## src/rtl/uart_rx_ctrl.sv

```systemverilog
// UART receiver controller: 16x tick divider, rdy/rdy_clr handshake and byte FIFO with valid/ready output.
// Optional idle-with-data timeout is built only when RX_TIMEOUT_EN is defined.
module uart_rx_ctrl #(
  parameter int unsigned FIFO_DEPTH    = 4,
  parameter int unsigned DIV_W         = 16,
  parameter int unsigned TIMEOUT_TICKS = 640
) (
  input  logic                          clk,
  input  logic                          rst_n,
  input  logic                          enable,
  input  logic [DIV_W-1:0]              baud_div,
  output logic                          clk_en,
  input  logic                          rx_rdy,
  input  logic [7:0]                    rx_data,
  output logic                          rx_rdy_clr,
  output logic                          m_valid,
  output logic [7:0]                    m_data,
  input  logic                          m_ready,
  output logic [$clog2(FIFO_DEPTH):0]   fifo_count,
  output logic                          overflow,
  input  logic                          ovf_clr,
  output logic                          rx_timeout
);

  localparam int unsigned AW = $clog2(FIFO_DEPTH);
  localparam int unsigned PW = AW + 1;

  typedef enum logic [1:0] {
    IDLE = 2'd0,
    CLR  = 2'd1,
    WAIT = 2'd2
  } state_t;

  state_t            state, next_state;
  logic [DIV_W-1:0]  cnt;
  logic [PW-1:0]     wr_ptr, rd_ptr, wr_nxt, rd_nxt;
  logic [7:0]        mem [FIFO_DEPTH];
  logic              push, pop, push_ok, full, empty;

  // Tick generator: >= compare lets a lowered baud_div take effect on the next cycle.
  always_ff @(posedge clk or negedge rst_n) begin
    if (!rst_n) begin
      cnt    <= '0;
      clk_en <= 1'b0;
    end else if (!enable) begin
      cnt    <= '0;
      clk_en <= 1'b0;
    end else if (cnt >= baud_div) begin
      cnt    <= '0;
      clk_en <= 1'b1;
    end else begin
      cnt    <= cnt + 1'b1;
      clk_en <= 1'b0;
    end
  end

  always_ff @(posedge clk or negedge rst_n) begin
    if (!rst_n) state <= IDLE;
    else        state <= next_state;
  end

  always_comb begin
    next_state = state;
    push       = 1'b0;
    unique case (state)
      IDLE: if (rx_rdy) begin
        next_state = CLR;
        push       = 1'b1;
      end
      CLR:  next_state = WAIT;
      WAIT: if (!rx_rdy) next_state = IDLE;
      default: next_state = IDLE;
    endcase
  end

  assign rx_rdy_clr = (state == CLR);

  assign empty      = (wr_ptr == rd_ptr);
  assign full       = (wr_ptr[AW] != rd_ptr[AW]) && (wr_ptr[AW-1:0] == rd_ptr[AW-1:0]);
  assign m_valid    = !empty;
  assign m_data     = mem[rd_ptr[AW-1:0]];
  assign pop        = m_valid && m_ready;
  assign push_ok    = push && (!full || pop);
  assign fifo_count = wr_ptr - rd_ptr;
  assign wr_nxt     = push_ok ? wr_ptr + 1'b1 : wr_ptr;
  assign rd_nxt     = pop ? rd_ptr + 1'b1 : rd_ptr;

  always_ff @(posedge clk or negedge rst_n) begin
    if (!rst_n) begin
      wr_ptr <= '0;
      rd_ptr <= '0;
      for (int unsigned i = 0; i < FIFO_DEPTH; i++) mem[i] <= '0;
    end else begin
      wr_ptr <= wr_nxt;
      rd_ptr <= rd_nxt;
      if (push_ok) mem[wr_ptr[AW-1:0]] <= rx_data;
    end
  end

  // A drop in the same cycle as ovf_clr keeps the flag set.
  always_ff @(posedge clk or negedge rst_n) begin
    if (!rst_n)                overflow <= 1'b0;
    else if (push && !push_ok) overflow <= 1'b1;
    else if (ovf_clr)          overflow <= 1'b0;
  end

`ifdef RX_TIMEOUT_EN
  localparam int unsigned TW = $clog2(TIMEOUT_TICKS + 1);
  localparam logic [TW-1:0] TO_MAX = TW'(TIMEOUT_TICKS);

  logic [TW-1:0] idle_cnt;

  // Clears on the same edge the FIFO drains, using the post-update pointers.
  always_ff @(posedge clk or negedge rst_n) begin
    if (!rst_n) begin
      idle_cnt   <= '0;
      rx_timeout <= 1'b0;
    end else if (push_ok || empty || (wr_nxt == rd_nxt)) begin
      idle_cnt   <= '0;
      rx_timeout <= 1'b0;
    end else begin
      if (clk_en && (idle_cnt != TO_MAX)) idle_cnt <= idle_cnt + 1'b1;
      if (idle_cnt == TO_MAX) rx_timeout <= 1'b1;
    end
  end
`else
  assign rx_timeout = 1'b0;
`endif

endmodule

```

## config.mk

```make
export PLATFORM = sky130hd
export DESIGN_NAME = uart_rx_ctrl
export DESIGN_NICKNAME = d
export VERILOG_FILES = /design/src/rtl/uart_rx_ctrl.sv
export SDC_FILE = /design/constraint.sdc
export NUM_CORES = 1
export LEC_CHECK = 0
export BUFFER_PORTS_ARGS = -buffer_cell sky130_fd_sc_hd__buf_4
export CORE_ASPECT_RATIO = 1.25
export CORE_MARGIN = 1
export CORE_UTILIZATION = 35
export CTS_CLUSTER_SIZE = 25
export DETAILED_ROUTE_END_ITERATION = 8
export HOLD_SLACK_MARGIN = 0.02
export PLACE_DENSITY = 0.62
export SETUP_SLACK_MARGIN = 0.2
export SLEW_MARGIN = 0
export SYNTH_ARGS = -nofsm -noshare
export SYNTH_HDL_FRONTEND = slang
export SYNTH_SLANG_ARGS = --single-unit
```

## constraint.sdc

```tcl
create_clock -name clk -period 2.86 [get_ports clk]
set_clock_uncertainty 0.05 [all_clocks]
set_input_delay 0.286 -clock clk [delete_from_list [all_inputs] [get_ports clk]]
set_output_delay 0.286 -clock clk [all_outputs]
set_load 0.02 [all_outputs]
```

Word level (Yosys, flattened, before mapping)
Cells that the tools add are included.

word-level totals
  register bits = 58
  input bits = 30
  output and inout bits = 16

cells by class
  add/subtract/negate cells = 4
  magnitude comparators = 4
  equality and inequality tests = 7
  muxes and demuxes = 17
  bitwise logic cells = 2
  reductions and logical operators = 12

operator list
  kind                                                 number
  bitwise mux 32 bit                                   1
  two-way mux 16 bit                                   2
  two-way mux 8 bit                                    3
  adder 16 x 1 -> 16 bit, second input constant        1
  binary-select mux 8 bit (select 2 bit)               1
  demux 8 bit (select 2 bit)                           1
  >= comparator 16 bit                                 1
  adder 3 x 1 -> 3 bit, second input constant          2
  >= comparator 3 bit, second input constant           2
  two-way mux 1 bit                                    6
  NOT 2 -> 3 bit                                       2
  one-hot mux 2 bit (3 select lines)                   1
  logical AND 1 bit                                    5
  two-way mux 2 bit                                    2
  != test 2 bit, second input constant                 2
  equality test 3 bit                                  1
  logical NOT 1 bit                                    3
  < comparator 3 x 1 -> 1 bit, second input constant   1
  subtractor 3 bit                                     1
  equality test 2 x 1 -> 1 bit, second input constant  1
  equality test 2 bit                                  1
  equality test 2 bit, second input constant           1
  logical NOT 2 bit                                    1
  AND reduction 2 bit                                  1
  3 further kinds                                      3

Depth between registers and ports, before layout
  word-level depth = 8
  gate-level depth with buffers = 8
  depth with buffers taken out = 6

Worst setup path before layout
OpenSTA, ideal clock, no wires.

  path type = flip-flop to flip-flop
  start = reg rd_ptr[1]
  end = reg mem[0] in the netlist's numbering
  setup time = 125 ps
  data arrival time = 2000 ps
  path slack = 686 ps
  stages on the path, launching flop included = 9
  path through = dfrtp_1 -> clkbuf_1 -> inv_1 -> ha_1 -> nand2_1 -> o31a_1 -> buf_2 -> nand2_2 -> mux2_2

between the ends
  longest elaborated chain between the ends = 5

ends and longest elaborated chain
  what                                                        line    source
  from (decl)                                                 36      logic [PW-1:0] wr_ptr, rd_ptr, wr_nxt, rd_nxt;
  from (signal assigned)                                      95      rd_ptr <= rd_nxt;
  equality test 3 bit or equality test 2 bit (tied branches)  78, 79
  logical NOT 1 bit or logical AND 1 bit (tied branches)      80, 79
  logical AND 1 bit or logical NOT 1 bit (tied branches)      82, 83
  logical OR 1 bit (*)                                        83      assign push_ok = push && (!full || pop);
  logical AND 1 bit (*)                                       83
  to (signal, indexed assignment)                             96      if (push_ok) mem[wr_ptr[AW-1:0]] <= rx_data;
  to (decl)                                                   37      logic [7:0] mem [FIFO_DEPTH];

Mark *: on every way between the ends. The rest lies on a longest branch, timed or not.
A chain may end at the register's enable or synchronous reset.

Final worst setup path
  start = reg cnt[13]
  end = reg cnt[15]

between the ends
  longest elaborated chain between the ends = 3

ends and longest elaborated chain
  what                                                            line    source
  from (decl)                                                     35      logic [DIV_W-1:0] cnt;
  from (signal assigned)                                          52      cnt <= cnt + 1'b1;
  adder 16 x 1 -> 16 bit or >= comparator 16 bit (tied branches)  52, 48
  two-way mux 16 bit (*)                                          48      end else if (cnt >= baud_div) begin
  two-way mux 16 bit (*)                                          45      end else if (!enable) begin

Marked as above.

==> qor.txt <==
CRITICAL PATH
--------------------------------------------------------------------------------------------------
Cell-by-cell listing of the critical path                                             ha_1, a211o_1, a221oi_1, o311ai_4, a211oi_1
CP endpoint kind                                                                          register
Maximum single-stage delay on the critical path                                            0.51 ns
Category of the worst setup path launch point                                             register
Reg-to-reg critical path startpoint                                                        cnt[13]
Worst path arrival time                                                                    2.48 ns
Crit path max-delay cell type                                                         sky130_fd_sc_hd__a221oi_1
Worst Setup Path Type                                                                 register to register
Critical path peak fanout                                                                       16
Required time reported for the critical path endpoint                                      3.04 ns
Reg2reg path depth                                                                               5
Crit Reg-Reg Endpoint                                                                      cnt[15]
R2R Setup Slk                                                                              0.56 ns

STA
--------------------------------------------------------------------------------------------------
Final min period                                                                           2.30 ns
Unrepaired setup endpoints after global routing                                                 no
Worst slew pin tran                                                                       0.729 ns
Sum of negative setup slack                                                                   0 ns
Final hold violation count                                                                       0
Crit share post-route                                                                        80.5%
Number of failing setup endpoints in the final timing report                                     0
Final Max Tran Viols                                                                             0
Highest attainable clock frequency                                                       0.434 GHz
Worst-case headroom to the max-slew limit                                                    51.4%
Post-route worst setup slack                                                              0.558 ns

POWER AND IR DROP
--------------------------------------------------------------------------------------------------
Total internal power                                                                       2.53 mW
P per Cell Area                                                                        982 nW/um^2
Peak VDD IR                                                                                 301 uV
Overall Power                                                                              3.80 mW
Gate power share                                                                             42.2%
Fraction of power spent switching nets                                                       33.3%
Register share of total power                                                                33.2%
Leakage dissipation                                                                        1.81 nW
Net switching power                                                                        1.26 mW
Clock power share                                                                            24.6%

GRT
--------------------------------------------------------------------------------------------------
Pin count of the biggest net entering global routing                                            59
Via count of the first global-routing pass                                                    2169
Total congestion overflow after global routing                                                   0
Initial antenna violation count                                                                  0
Overall Global Routing Usage                                                                 14.4%
Wire length of the first global-routing pass                                               10.2 mm

DIE
--------------------------------------------------------------------------------------------------
Overall die area                                                                         9310 um^2
Effective utilization at floorplan                                                           36.1%
Vertical die dimension                                                                      108 um
Standard-cell row count                                                                         38
Die boundary width                                                                         86.5 um
Num ports                                                                                       46
Core region area                                                                         8650 um^2

SYNTHESIS
--------------------------------------------------------------------------------------------------
Synthesis Warnings                                                                               0
Flip-flop and latch count after synthesis                                                       58
Most area-consuming cells after synthesis                                             sky130_fd_sc_hd__dfrtp_1 (46%), sky130_fd_sc_hd__mux2_2 (12%), sky130_fd_sc_hd__ha_1 (9.6%), sky130_fd_sc_hd__mux4_2 (5.8%), sky130_fd_sc_hd__xnor2_1 (4.2%)
Synthesized instance count                                                                     255
Number of distinct library cells after synthesis                                                45
Avg Synthesized Cell Area                                                                12.3 um^2
Primary flip-flop cell chosen by synthesis mapping                                    sky130_fd_sc_hd__dfrtp_1
Async S/R FF share, synth                                                                     100%
Share of the yosys chip area belonging to registers                                          46.4%
EDFF count, synth                                                                                0
Yosys top cell area share                                                                    46.4%
Post-synthesis net count                                                                       310
Area leader, netlist                                                                  sky130_fd_sc_hd__dfrtp_1
Mapped cell area                                                                         3130 um^2

DETAILED ROUTING
--------------------------------------------------------------------------------------------------
Routed wire length                                                                         5.95 mm
DR vias/cell                                                                                  4.81
Vias after detailed routing                                                                   2081
Routed Antenna Nets                                                                              0
DRC marker count from the first detailed-route iteration                                        38
Remaining design rule violation count                                                            0
Average wire length per cell after detail routing                                          13.7 um
Detailed-routing iteration count for the pre-antenna-repair pass                                 4

LAYOUT
--------------------------------------------------------------------------------------------------
Fraction of final layout cells with drive strength greater than 1                            36.4%
Register Area                                                                            1450 um^2
Fillcell total                                                                                 808
Number of diodes                                                                                 0
Multi-input gate area in the final layout                                                1560 um^2
Most common library cell in the layout ignoring fill and taps                         sky130_fd_sc_hd__dfrtp_1
Layout net count                                                                               363
Most frequent cells in the layout                                                     sky130_fd_sc_hd__dfrtp_1 (58), sky130_fd_sc_hd__buf_4 (47), sky130_fd_sc_hd__mux2_2 (33)
Area added between synthesis and finish                                                      23.7%

PLACEMENT
--------------------------------------------------------------------------------------------------
Post-DP HPWL                                                                               4.33 mm
Post-Place Setup Slack                                                                    0.321 ns
Routability cong.                                                                            0.683
Count of buffers from port buffering                                                            44

HOLD PATH
--------------------------------------------------------------------------------------------------
WHS Endpoint                                                                              overflow
Worst hold start                                                                           ovf_clr
Worst hold stages                                                                                2
Path type of the worst min-delay path                                                 input port to register

CTS
--------------------------------------------------------------------------------------------------
CTS sink cnt                                                                                    58
Number of setup buffers added after CTS                                                          0
Clock tree from TritonCTS                                                                     done
Buffer type at the clock tree root                                                    sky130_fd_sc_hd__clkbuf_8
# H-tree levels                                                                                  3
CTS Buffer Depth                                                                                 2
CTS Buf Count                                                                                    9
Skew-Pair Late Insertion Delay                                                             0.33 ns
Clock transition time at the flip-flop clock pins of the worst setup and hold paths        0.07 ns

FLOW RUN
--------------------------------------------------------------------------------------------------
Max-Cap Viols                                                                                    0

RUN STATUS
--------------------------------------------------------------------------------------------------
Result of the run                                                                     finished, final reports clean

-- synth_stat cells, drive strengths merged (2+ instances only) --
cell    number
a211oi       2
a21o         2
a21oi        2
a221oi       2
and3         4
buf          4
clkbuf       2
dfrtp       58
ha          24
inv         25
mux2        33
mux4         8
nand2       13
nand2b       2
nand3        8
nand3b       2
nand4        2
nor3        19
nor3b        2
nor4         2
o21a         3
o21ai        2
o31ai        2
xnor2       15
xor2         3
-- cells by family after synthesis --
group | synth area share (%)
AOI/OAI and AO/OA | 5.92
other | 0.120
and+or+nand+nor | 10.4
adders and majority gates | 10.2
buffers and inverters | 4.16
DFF | 46.4
xor gates and xnor gates | 5.04
muxes | 17.7
-- timing repair --
| item | in CTS | in global routing |
|---|---|---|
| hold buffers | 1 | 0 |
| hold endpoints to repair | 58 | 0 |
| endpoints found under the setup margin | 0 | 10 |
| resized for setup | 0 | 2 |
-- state kept, by name, summed over array words and instances, names as in the netlist --
name / flops
overflow: 1
cnt: 16
mem: 32
state: 2
wr_ptr: 3
clk_en: 1
rd_ptr: 3
-- area by class of cell --
type                    instances  share of cell area, %
flip-flops and latches         58                   37.5
repair buffers                 48                   9.39
clock inverters                 7                   3.24
clock buffers                   9                   3.20
inverters                      25                   2.43
multi-input cells             166                   40.3
well taps                     120                   3.88
-- routing by layer --
| metal | routed length [um] | track usage (%) | vias to the layer above |
|---|---|---|---|
| met1 | 2640 | 17.2 | 1008 |
| met3 | 244 | 3.99 | 4 |
| met4 | 42 | 4.88 | 0 |
| met5 | 0 | 0 | - |
| li1 | - | - | 1021 |
| met2 | 3020 | 24.7 | 48 |
-- metrics by stage --
stage / instance area (um^2) / utilization (%) / std cells / hold slack, ns
2_1_floorplan: 3130 / - / 255 / -0.0596
3_3_place_gp: 3590 / 41.5 / 416 / 0.354
3_5_place_dp: 3590 / 41.5 / 416 / 0.355
4_1_cts: 3850 / 44.5 / 433 / 0.0890
5_1_grt: 3870 / 44.7 / 433 / 0.107
6_report: 3870 / 44.7 / 433 / 0.102
-- critical path: cells and delay by family, from the launching register on --
kind | cells | cell delay [ns]
flops | 1 | 0.42
fa+ha+maj | 1 | 0.31
compound gates | 4 | 1.44
-- power by group through the flow --
stage	logic, mW	registers (mW)	clock network, mW
final	1.60	1.26	0.934
after global routing	1.73	1.30	1.00
after CTS	1.62	1.26	0.963
after detailed placement	1.62	1.28	0
after global placement	1.58	1.26	0
after floorplan	1.11	1.24	0
-- worst max path at each step --
| stage | start | endpoint | slack [ns] | cells after the start |
|---|---|---|---|---|
| 6_report | cnt[13] | cnt[15] | 0.56 | 5 |
| 5_1_grt | cnt[13] | cnt[15] | 0.39 | 5 |
| 4_1_cts | cnt[0] | cnt[15] | 0.31 | 6 |
| 3_5_place_dp | cnt[13] | cnt[2] | 0.32 | 5 |
| 3_3_place_gp | cnt[0] | cnt[15] | 0.37 | 6 |
| 2_1_floorplan | rd_ptr[1] | mem[0] | 0.69 | 8 |
(Power assumes the default switching activity.)
